**config.mk**
```make
export PLATFORM = sky130hd
export DESIGN_NAME = param_programmer_flat
export DESIGN_NICKNAME = d
export VERILOG_FILES = /design/src/rtl/traffic_pkg.sv /design/src/rtl/param_programmer_if.sv /design/src/rtl/mask_next_index.sv /design/src/rtl/param_programmer.sv /design/src/flat_wrapper.sv
export SDC_FILE = /design/constraint.sdc
export NUM_CORES = 1
export LEC_CHECK = 0
export ABC_AREA = 1
export CORE_UTILIZATION = 50
export DETAILED_ROUTE_END_ITERATION = 8
export PLACE_DENSITY = 0.73
export RECOVER_POWER = 25
export SLEW_MARGIN = 10
export SYNTH_ARGS = -nofsm -noshare
export SYNTH_HDL_FRONTEND = slang
export SYNTH_SLANG_ARGS = --single-unit
```
**constraint.sdc**
```tcl
create_clock -name clk -period 2.4 [get_ports clk]
set_clock_uncertainty 0.05 [all_clocks]
set_input_delay 0.6 -clock clk [delete_from_list [all_inputs] [get_ports clk]]
set_output_delay 0.6 -clock clk [all_outputs]
set_load 0.02 [all_outputs]
```
**src/rtl/traffic_pkg.sv**
```systemverilog
// Shared types and constants for the traffic controller time-parameter reprogram path.
package traffic_pkg;

  typedef enum logic [2:0] {
    StIdle,
    StSetup,
    StPulse,
    StGap,
    StDone
  } prog_state_e;

  localparam logic [1:0] SEL_BASE = 2'd0;
  localparam logic [1:0] SEL_EXT  = 2'd1;
  localparam logic [1:0] SEL_YEL  = 2'd2;
  localparam logic [1:0] SEL_WALK = 2'd3;

  localparam int unsigned DEF_SETUP_CYC = 2;
  localparam int unsigned DEF_PULSE_CYC = 4;
  localparam int unsigned DEF_GAP_CYC   = 4;

  function automatic logic [3:0] get_nibble(input logic [15:0] tbl, input logic [1:0] idx);
    return tbl[{idx, 2'b00} +: 4];
  endfunction

endpackage

```
**src/rtl/param_programmer_if.sv**
```systemverilog
// Load request and reprogram-bus signals between test logic and param_programmer.
interface param_programmer_if;

    logic        Load;
    logic [15:0] Prog_Table;
    logic [3:0]  Write_Mask;
    logic        Reprogram;
    logic [1:0]  Time_Parameter_Selector;
    logic [3:0]  Time_Value;
    logic        Busy;
    logic        Done;
    logic [2:0]  Written;

    modport master (
        output Load, Prog_Table, Write_Mask,
        input  Reprogram, Time_Parameter_Selector, Time_Value, Busy, Done, Written
    );

    modport slave (
        input  Load, Prog_Table, Write_Mask,
        output Reprogram, Time_Parameter_Selector, Time_Value, Busy, Done, Written
    );

endinterface

```
**src/rtl/mask_next_index.sv**
```systemverilog
// Priority search: lowest set mask bit at or above start, with a found flag.
module mask_next_index (
    input  logic [3:0] mask,
    input  logic [2:0] start,
    output logic [1:0] idx,
    output logic       found
);

    always_comb begin
        idx   = '0;
        found = 1'b0;
        // Scan downward so the lowest qualifying bit is the last one assigned.
        for (int i = 3; i >= 0; i--) begin
            if (mask[i] && (3'(i) >= start)) begin
                idx   = 2'(i);
                found = 1'b1;
            end
        end
    end

endmodule

```
**src/rtl/param_programmer.sv**
```systemverilog
// Writes up to four 4-bit time parameters into the traffic controller as timed
// Reprogram transactions (setup, strobe, hold gap) per set Write_Mask bit.
module param_programmer
    import traffic_pkg::*;
#(
    parameter int unsigned SETUP_CYC = DEF_SETUP_CYC,
    parameter int unsigned PULSE_CYC = DEF_PULSE_CYC,
    parameter int unsigned GAP_CYC   = DEF_GAP_CYC
) (
    input logic              clk,
    input logic              Reset_n,
    param_programmer_if.slave bus
);

    localparam int unsigned MaxSp  = (SETUP_CYC > PULSE_CYC) ? SETUP_CYC : PULSE_CYC;
    localparam int unsigned MaxCyc = (MaxSp > GAP_CYC) ? MaxSp : GAP_CYC;
    localparam int unsigned CntW   = (MaxCyc > 1) ? $clog2(MaxCyc) : 1;

    prog_state_e      state_q;
    logic [CntW-1:0]  cnt_q;
    logic [15:0]      table_q;
    logic [3:0]       mask_q;
    logic [1:0]       sel_q;
    logic [3:0]       val_q;
    logic             reprogram_q;
    logic             busy_q;
    logic             done_q;
    logic [2:0]       written_q;

    logic [3:0]       srch_mask;
    logic [2:0]       srch_start;
    logic [1:0]       srch_idx;
    logic             srch_found;

    // In IDLE search the live inputs; otherwise continue above the index just written.
    always_comb begin
        srch_mask  = mask_q;
        srch_start = {1'b0, sel_q} + 3'd1;
        if (state_q == StIdle) begin
            srch_mask  = bus.Write_Mask;
            srch_start = 3'd0;
        end
    end

    mask_next_index u_mask_next_index (
        .mask  (srch_mask),
        .start (srch_start),
        .idx   (srch_idx),
        .found (srch_found)
    );

    always_ff @(posedge clk or negedge Reset_n) begin
        if (!Reset_n) begin
            state_q     <= StIdle;
            cnt_q       <= '0;
            table_q     <= '0;
            mask_q      <= '0;
            sel_q       <= SEL_BASE;
            val_q       <= '0;
            reprogram_q <= 1'b0;
            busy_q      <= 1'b0;
            done_q      <= 1'b0;
            written_q   <= '0;
        end else begin
            unique case (state_q)
                StIdle: begin
                    if (bus.Load) begin
                        table_q   <= bus.Prog_Table;
                        mask_q    <= bus.Write_Mask;
                        written_q <= '0;
                        busy_q    <= 1'b1;
                        cnt_q     <= '0;
                        if (srch_found) begin
                            state_q <= StSetup;
                            sel_q   <= srch_idx;
                            val_q   <= get_nibble(bus.Prog_Table, srch_idx);
                        end else begin
                            state_q <= StDone;
                            done_q  <= 1'b1;
                        end
                    end
                end
                StSetup: begin
                    if (cnt_q == CntW'(SETUP_CYC - 1)) begin
                        cnt_q       <= '0;
                        reprogram_q <= 1'b1;
                        state_q     <= StPulse;
                    end else begin
                        cnt_q <= cnt_q + CntW'(1);
                    end
                end
                StPulse: begin
                    if (cnt_q == CntW'(PULSE_CYC - 1)) begin
                        cnt_q       <= '0;
                        reprogram_q <= 1'b0;
                        state_q     <= StGap;
                    end else begin
                        cnt_q <= cnt_q + CntW'(1);
                    end
                end
                StGap: begin
                    if (cnt_q == CntW'(GAP_CYC - 1)) begin
                        cnt_q <= '0;
                        if (written_q != 3'd4) begin
                            written_q <= written_q + 3'd1;
                        end
                        if (srch_found) begin
                            state_q <= StSetup;
                            sel_q   <= srch_idx;
                            val_q   <= get_nibble(table_q, srch_idx);
                        end else begin
                            state_q <= StDone;
                            done_q  <= 1'b1;
                        end
                    end else begin
                        cnt_q <= cnt_q + CntW'(1);
                    end
                end
                StDone: begin
                    done_q  <= 1'b0;
                    busy_q  <= 1'b0;
                    state_q <= StIdle;
                end
                default: begin
                    state_q <= StIdle;
                end
            endcase
        end
    end

    assign bus.Reprogram               = reprogram_q;
    assign bus.Time_Parameter_Selector = sel_q;
    assign bus.Time_Value              = val_q;
    assign bus.Busy                    = busy_q;
    assign bus.Done                    = done_q;
    assign bus.Written                 = written_q;

endmodule

```
**src/flat_wrapper.sv**
```systemverilog
// flat-port wrapper written by rule: the top's interface ports become plain ports
module param_programmer_flat import traffic_pkg::*;
#(
    parameter int unsigned SETUP_CYC = DEF_SETUP_CYC,
    parameter int unsigned PULSE_CYC = DEF_PULSE_CYC,
    parameter int unsigned GAP_CYC   = DEF_GAP_CYC
)
  (clk, Reset_n, bus_Load, bus_Prog_Table, bus_Write_Mask, bus_Reprogram, bus_Time_Parameter_Selector, bus_Time_Value, bus_Busy, bus_Done, bus_Written);
  param_programmer_if bus_i ();
  input logic clk;
  input logic Reset_n;
  input wire logic [$bits(bus_i.Load)-1:0] bus_Load;
  input wire logic [$bits(bus_i.Prog_Table)-1:0] bus_Prog_Table;
  input wire logic [$bits(bus_i.Write_Mask)-1:0] bus_Write_Mask;
  output wire logic [$bits(bus_i.Reprogram)-1:0] bus_Reprogram;
  output wire logic [$bits(bus_i.Time_Parameter_Selector)-1:0] bus_Time_Parameter_Selector;
  output wire logic [$bits(bus_i.Time_Value)-1:0] bus_Time_Value;
  output wire logic [$bits(bus_i.Busy)-1:0] bus_Busy;
  output wire logic [$bits(bus_i.Done)-1:0] bus_Done;
  output wire logic [$bits(bus_i.Written)-1:0] bus_Written;
  assign bus_i.Load = bus_Load;
  assign bus_i.Prog_Table = bus_Prog_Table;
  assign bus_i.Write_Mask = bus_Write_Mask;
  assign bus_Reprogram = bus_i.Reprogram;
  assign bus_Time_Parameter_Selector = bus_i.Time_Parameter_Selector;
  assign bus_Time_Value = bus_i.Time_Value;
  assign bus_Busy = bus_i.Busy;
  assign bus_Done = bus_i.Done;
  assign bus_Written = bus_i.Written;
  param_programmer #(.SETUP_CYC(SETUP_CYC), .PULSE_CYC(PULSE_CYC), .GAP_CYC(GAP_CYC)) u_core (.clk(clk), .Reset_n(Reset_n), .bus(bus_i));
endmodule
```
==> results of run 1 <==
-- state kept, by name (all words and copies together) (netlist names), 2 cells and up --
register,flops
u_core.bus.Time_Parameter_Selector,2
u_core.bus.Time_Value,4
u_core.bus.Written,3
u_core.cnt_q,2
u_core.mask_q,4
u_core.state_q,3
u_core.table_q,16
-- placed cells by master, fill, tap and decap left out, drive strengths merged --
cell type / synthesis / layout
clkinv: 1 / 1
inv: 49 / 49
buf: 3 / 4
nand2: 100 / 100
a31oi: 1 / 1
or2: 5 / 5
a21oi: 2 / 2
clkbuf: 4 / 8
xor2: 1 / 1
nand3: 31 / 31
ha: 6 / 6
o21ai: 39 / 39
nor3: 2 / 2
clkdlybuf4s50: 0 / 33
dfrtp: 37 / 37
o311ai: 1 / 1
nor2: 15 / 15
-- synthesized netlist by cell type, drive strengths merged --
master,count
nor2,15
buf,3
a31oi,1
nand3,31
dfrtp,37
o311ai,1
a21oi,2
or2,5
clkinv,1
nor3,2
o21ai,39
nand2,100
inv,49
clkbuf,4
xor2,1
ha,6
-- final timing paths --
kind                                                            start                        to  slack, ns  depth (start not counted)
worst max-delay path                                bus_Write_Mask[3]  u_core.bus.Time_Value[3]       0.42                         10
worst min-delay path                                u_core.table_q[9]         u_core.table_q[9]       0.43                          2
worst max register to register  u_core.bus.Time_Parameter_Selector[0]  u_core.bus.Time_Value[1]       0.46                         10
worst min register to register                      u_core.table_q[9]         u_core.table_q[9]       0.43                          2
max in group asynchronous                                     Reset_n         u_core.table_q[2]       1.23                          2
min in group asynchronous                                     Reset_n      u_core.bus.Reprogram       0.48                          2
-- power breakdown --
group	switching, uW	internal [uW]	total, uW
logic	1440	833	2280
registers	174	922	1100
clock network	224	228	453
total	1840	1980	3820
-- through the flow --
| step | utilization (%) | total power [uW] | setup WS [ns] | instances |
|---|---|---|---|---|
| finish | 64.3 | 3820 | 0.423 | 385 |
| global route | 64.3 | 4220 | 0.226 | 385 |
| CTS | 64.4 | 3860 | 0.408 | 385 |
| detailed placement | 62.3 | 3400 | 0.111 | 378 |
| global placement | 62.3 | 3350 | 0.173 | 378 |
| floorplan | - | 2820 | 0.522 | 297 |
-- worst register-to-register path: stages (launching register included) --
cell and delay [ns]:
sky130_fd_sc_hd__dfrtp_1 0.41, sky130_fd_sc_hd__ha_1 0.32, sky130_fd_sc_hd__nor2_1 0.14, sky130_fd_sc_hd__nand3_1 0.11, sky130_fd_sc_hd__nand2_2 0.13, sky130_fd_sc_hd__inv_1 0.07, sky130_fd_sc_hd__a21oi_1 0.34, sky130_fd_sc_hd__nand3_1 0.14
sky130_fd_sc_hd__nand3_1 0.09, sky130_fd_sc_hd__nand2_1 0.05, sky130_fd_sc_hd__inv_1 0.04
-- cell type report --
type                       instances  area (um2)
fill                             371        1460
inverter                          50         188
sequential                        37         926
multi-input combinational        203        1000
timing repair buffer              38         363
clock buffer                       7        86.3
tap                               50        62.6
-- cells by family (layout without fill, tap and decap cells) --
kind of cell,Yosys count,count (layout),share of synthesized area [%]
buffers and inverters,57,95,10.7
DFF,37,37,42.9
adders and majority gates,6,6,3.48
AOI/OAI and AO/OA,43,43,10.2
and+or+nand+nor,153,153,32.4
xor gates and xnor gates,1,1,0.406
-- layer usage --
layer	wire length, um	share of wire [%]
met1	2080	48
met2	2070	48
met3	163	3.8
met4	27	0.62
met5	0	0
==> results.cfg, run 1 <==
[synthesis]
synth.largest_area_cell = sky130_fd_sc_hd__dfrtp_1
yosys_warnings = 0
synth_area_per_cell_um2 = 7.27
synth-seq-cells = 37
yosys.cell_types.count = 26
area_of_the_mapped_netlist_um2 = 2160
ys_top_cells_by_area = sky130_fd_sc_hd__dfrtp_1, sky130_fd_sc_hd__nand2_1, sky130_fd_sc_hd__o21ai_0, sky130_fd_sc_hd__inv_1, sky130_fd_sc_hd__nand3_1
seq_area_frac_synth_pct = 42.9
post-synth-top-area-fraction_pct = 42.9
post_synth_inst_count = 297
synth_nets = 326

[outcome]
outcome = complete, no violations

[floorplan]
die_ht_um = 67.7
initial_core_utilization_pct = 52.8
die_width_um = 67.7
total_die_area_um2 = 4590
fp-row-count = 23
num_ports = 35
core_area_um2 = 4090

[final_layout]
postLayoutCellArea_um2 = 2630
final_nets = 364
area.growth.synth_to_final_pct = 21.7
drive_above_1_share_pct = 8.96
antenna_cells_inserted = 0

[placed_design]
numPortBuffers = 34
total_cell_area_at_the_placement_stage_um2 = 2540
place_congestion = 0.839
dp_hpwl_um = 3190

[clock_network]
postCtsSetupBuffers = 0
numClockSinks = 37
cts_hold_buf = 0
tritoncts = built
post_cts_resized = 0
clk_pin_slew_worst_paths_ns = 0.08
htree_depth = 2
clock_insertion_delay_worst_skew_ns = 0.29
ctsRootBufferMaster = sky130_fd_sc_hd__clkbuf_8
cts_buffers = 5
clk_path_buf_depth = 2

[critical_path]
cp.required_ns = 2.54
crit_buf_inv = 3
critical-path-top-delay-family = simple AND/OR/NAND/NOR gates
cp_max_fo = 11
slowest_delay_ns = 0.42
setup.worst_path.start_class = input port
critPathMostFrequentCell = sky130_fd_sc_hd__inv_1
arrival_ns = 2.12
cp-end-kind = flop
critical_path.slowest_cell = sky130_fd_sc_hd__clkdlybuf4s50_1
critical_path.cell_chain = clkdlybuf4s50_1 > inv_1 > nand3_1 > nand2_2 > nand3_4 > nor3_4 > nor2_2 > or2_2 > nand2_1 > inv_1
worstSetupPathType = input port to flop

[timing]
hold_violations = 0
tns_ns = 0
final_max_slew_viol_count = 0
unrepaired_setup_endpoints_after_global_routing = false
timing.max_slew.rel_slack_pct = 36.3
final.period_utilization_pct = 82.4
worst_hold_slack_ns = 0.426
timing_worst_slew_pin_value_ns = 0.956
final_period_minus_worst_setup_slack_ns = 1.98
maxClockFrequency_ghz = 0.506
setup_viol = 0

[global_route]
grtUsageMet3_pct = 5.41
pin_count_of_the_biggest_net_entering_global_routing = 38
antenna_found_initial = 0
grt_use_met2_pct = 34.5
grt_overflow = 0
first_global_vias = 1676
grt_most_used_layer = met2
grt_first_pass_wirelength_um = 7310
use_met1_pct = 28.1
groute.usage.overall_pct = 21.6

[detailed_routing]
ant_nets = 0
drt_pre_antenna_iters = 4
dr_total_vias = 1890
totalWireLength_um = 4340
drtIter0Drc = 92
detail_route.drc_violations = 0
via_to_cell_ratio = 4.91
avgRoutedWirePerCell_um = 11.3

[run]
cap_viol_max_count = 0

[power]
p_leak_uw = 0.00135
max-vdd-ir-drop_v = 0.000585
power_per_cell_area_nw_per_um2 = 1450

[worst_hold_path]
hp-class = flop to flop
Note: power is estimated with default switching activity, not from simulation.
==> inputs of run 2 (changes only) <==
==> constraint.sdc (replaced) <==
create_clock -name clk -period 1.9 [get_ports clk]
set_clock_uncertainty 0.05 [all_clocks]
set_input_delay 0.475 -clock clk [delete_from_list [all_inputs] [get_ports clk]]
set_output_delay 0.475 -clock clk [all_outputs]
set_load 0.02 [all_outputs]
==> results.cfg, run 2 (synthesis results as in run 1) <==
[critical_path]
worst_setup_path_startpoint = u_core.bus.Time_Parameter_Selector[1]
critical_path.slowest_cell = sky130_fd_sc_hd__dfrtp_1
cp.required_ns = 2.04
setup.worst_path.start_class = flop
worstSetupPathType = flop to flop
critPathMostFrequentCell = sky130_fd_sc_hd__nand2_1
reg2reg_from = u_core.bus.Time_Parameter_Selector[1]
slowest_delay_ns = 0.43
cp-end-kind = flop
critical_path.cell_chain = ha_4 > nand2_1 > nand3_2 > nand3_4 > nor3_4 > nor2_4 > or2_2 > nand2_1 > inv_1
cp_max_fo = 6
arrival_ns = 2.01

[timing]
final.period_utilization_pct = 98.6
final_max_slew_viol_count = 0
tns_ns = 0
maxClockFrequency_ghz = 0.534
setup_viol = 0
worst_hold_slack_ns = 0.342
timing.max_slew.rel_slack_pct = 37.8
final_period_minus_worst_setup_slack_ns = 1.87
timing_worst_slew_pin_value_ns = 0.933
hold_violations = 0
unrepaired_setup_endpoints_after_global_routing = true

[placed_design]
placed_cells_incl_taps = 388
dp_hpwl_um = 3290
total_cell_area_at_the_placement_stage_um2 = 2660
numPortBuffers = 34
place_congestion = 0.777

[clock_network]
numClockSinks = 37
cts_hold_buf = 0
htree_depth = 2
clk_path_buf_depth = 2
tritoncts = built
clock_insertion_delay_worst_skew_ns = 0.29
clk_pin_slew_worst_paths_ns = 0.07
cts_buffers = 5
ctsRootBufferMaster = sky130_fd_sc_hd__clkbuf_8

[final_layout]
most_common_cell_after_layout_fill_and_taps_aside = sky130_fd_sc_hd__nand2_1
final_cells = 398
area.growth.synth_to_final_pct = 30.1
final_nets = 377
n_fill_cell = 355
top_register = u_core.table_q
antenna_cells_inserted = 0
layout.cells.most_common_list = sky130_fd_sc_hd__nand2_1, sky130_fd_sc_hd__inv_1, sky130_fd_sc_hd__o21ai_0, sky130_fd_sc_hd__dfrtp_1, sky130_fd_sc_hd__clkdlybuf4s50_1
drive_above_1_share_pct = 14.9
postLayoutCellArea_um2 = 2810
largest_reg_flops = 16

[global_route]
antenna_found_initial = 0
pin_count_of_the_biggest_net_entering_global_routing = 38
first_global_vias = 1730
groute.usage.overall_pct = 21.8
grt_overflow = 0
grt_first_pass_wirelength_um = 7410

[floorplan]
total_die_area_um2 = 4590
initial_core_utilization_pct = 52.8
die_width_um = 67.7
fp-row-count = 23
die_ht_um = 67.7
core_area_um2 = 4090
num_ports = 35

[detailed_routing]
via_to_cell_ratio = 4.85
drtIter0Drc = 81
detail_route.drc_violations = 0
drt_pre_antenna_iters = 4
ant_nets = 0
totalWireLength_um = 4490
avgRoutedWirePerCell_um = 11.3
dr_total_vias = 1931

[power]
max-vdd-ir-drop_v = 0.000790
report.power.total_uw = 5420
p_leak_uw = 0.00147
power_per_cell_area_nw_per_um2 = 1930

[outcome]
outcome = complete, no violations

[worst_hold_path]
hp-class = input port to asynchronous set/reset pin

[run]
cap_viol_max_count = 0
==> run 2: routing by layer <==
metal  wire length (um)  global-route usage (%)
met1               2200                    28.8
met2               2100                    35.6
met3                133                    3.55
met4                 57                    7.98
met5                  0                       0
==> run 2: area by class of cell <==
| type | instances | area, um2 | share of cell area (%) |
|---|---|---|---|
| repair buffers | 50 | 485 | 17.3 |
| well taps | 50 | 62.6 | 2.23 |
| multi-input cells | 204 | 1060 | 37.6 |
| clock buffers | 7 | 86.3 | 3.07 |
| flip-flops and latches | 37 | 927 | 33.0 |
| inverters | 50 | 190 | 6.77 |
==> run 2: path summary, 6_finish.rpt <==
kind / end / slack, ns / cells past startpoint
max: u_core.bus.Time_Value[3] / 0.03 / 9
min: u_core.bus.Reprogram / 0.34 / 2
max reg2reg: u_core.bus.Time_Value[3] / 0.03 / 9
min reg2reg: u_core.table_q[14] / 0.42 / 2
max in group asynchronous: u_core.state_q[2] / 0.83 / 2
min in group clk: u_core.table_q[14] / 0.42 / 2
==> run 2: stage by stage <==
step / utilization (%) / worst slack, ns
floorplan: - / 0.0224
global placement: 65.0 / -0.132
detailed placement: 65.0 / -0.176
CTS: 67.3 / 0.00306
global route: 68.7 / -0.0352
finish: 68.7 / 0.0258
==> run 2: power by group <==
part           total (uW)  switching, uW  internal [uW]
Clock                 561            273            288
Sequential           1400            235           1170
Combinational        3460           2010           1450
Total                5420           2520           2900
==> run 2: worst max-delay path: cells and delay by family, from the launching register on <==
family                     cells  cell delay (ns)
DFF                            1             0.43
buffers and inverters          1             0.04
and+or+nand+nor                7             0.97
adders and majority gates      1             0.29
==> run 2: repair_timing <==
item	4_1_cts	5_1_grt
pin swaps	0	12
cloned	0	1
setup buffers	0	2
gates resized for setup	1	16
endpoints found under the setup margin	2	11
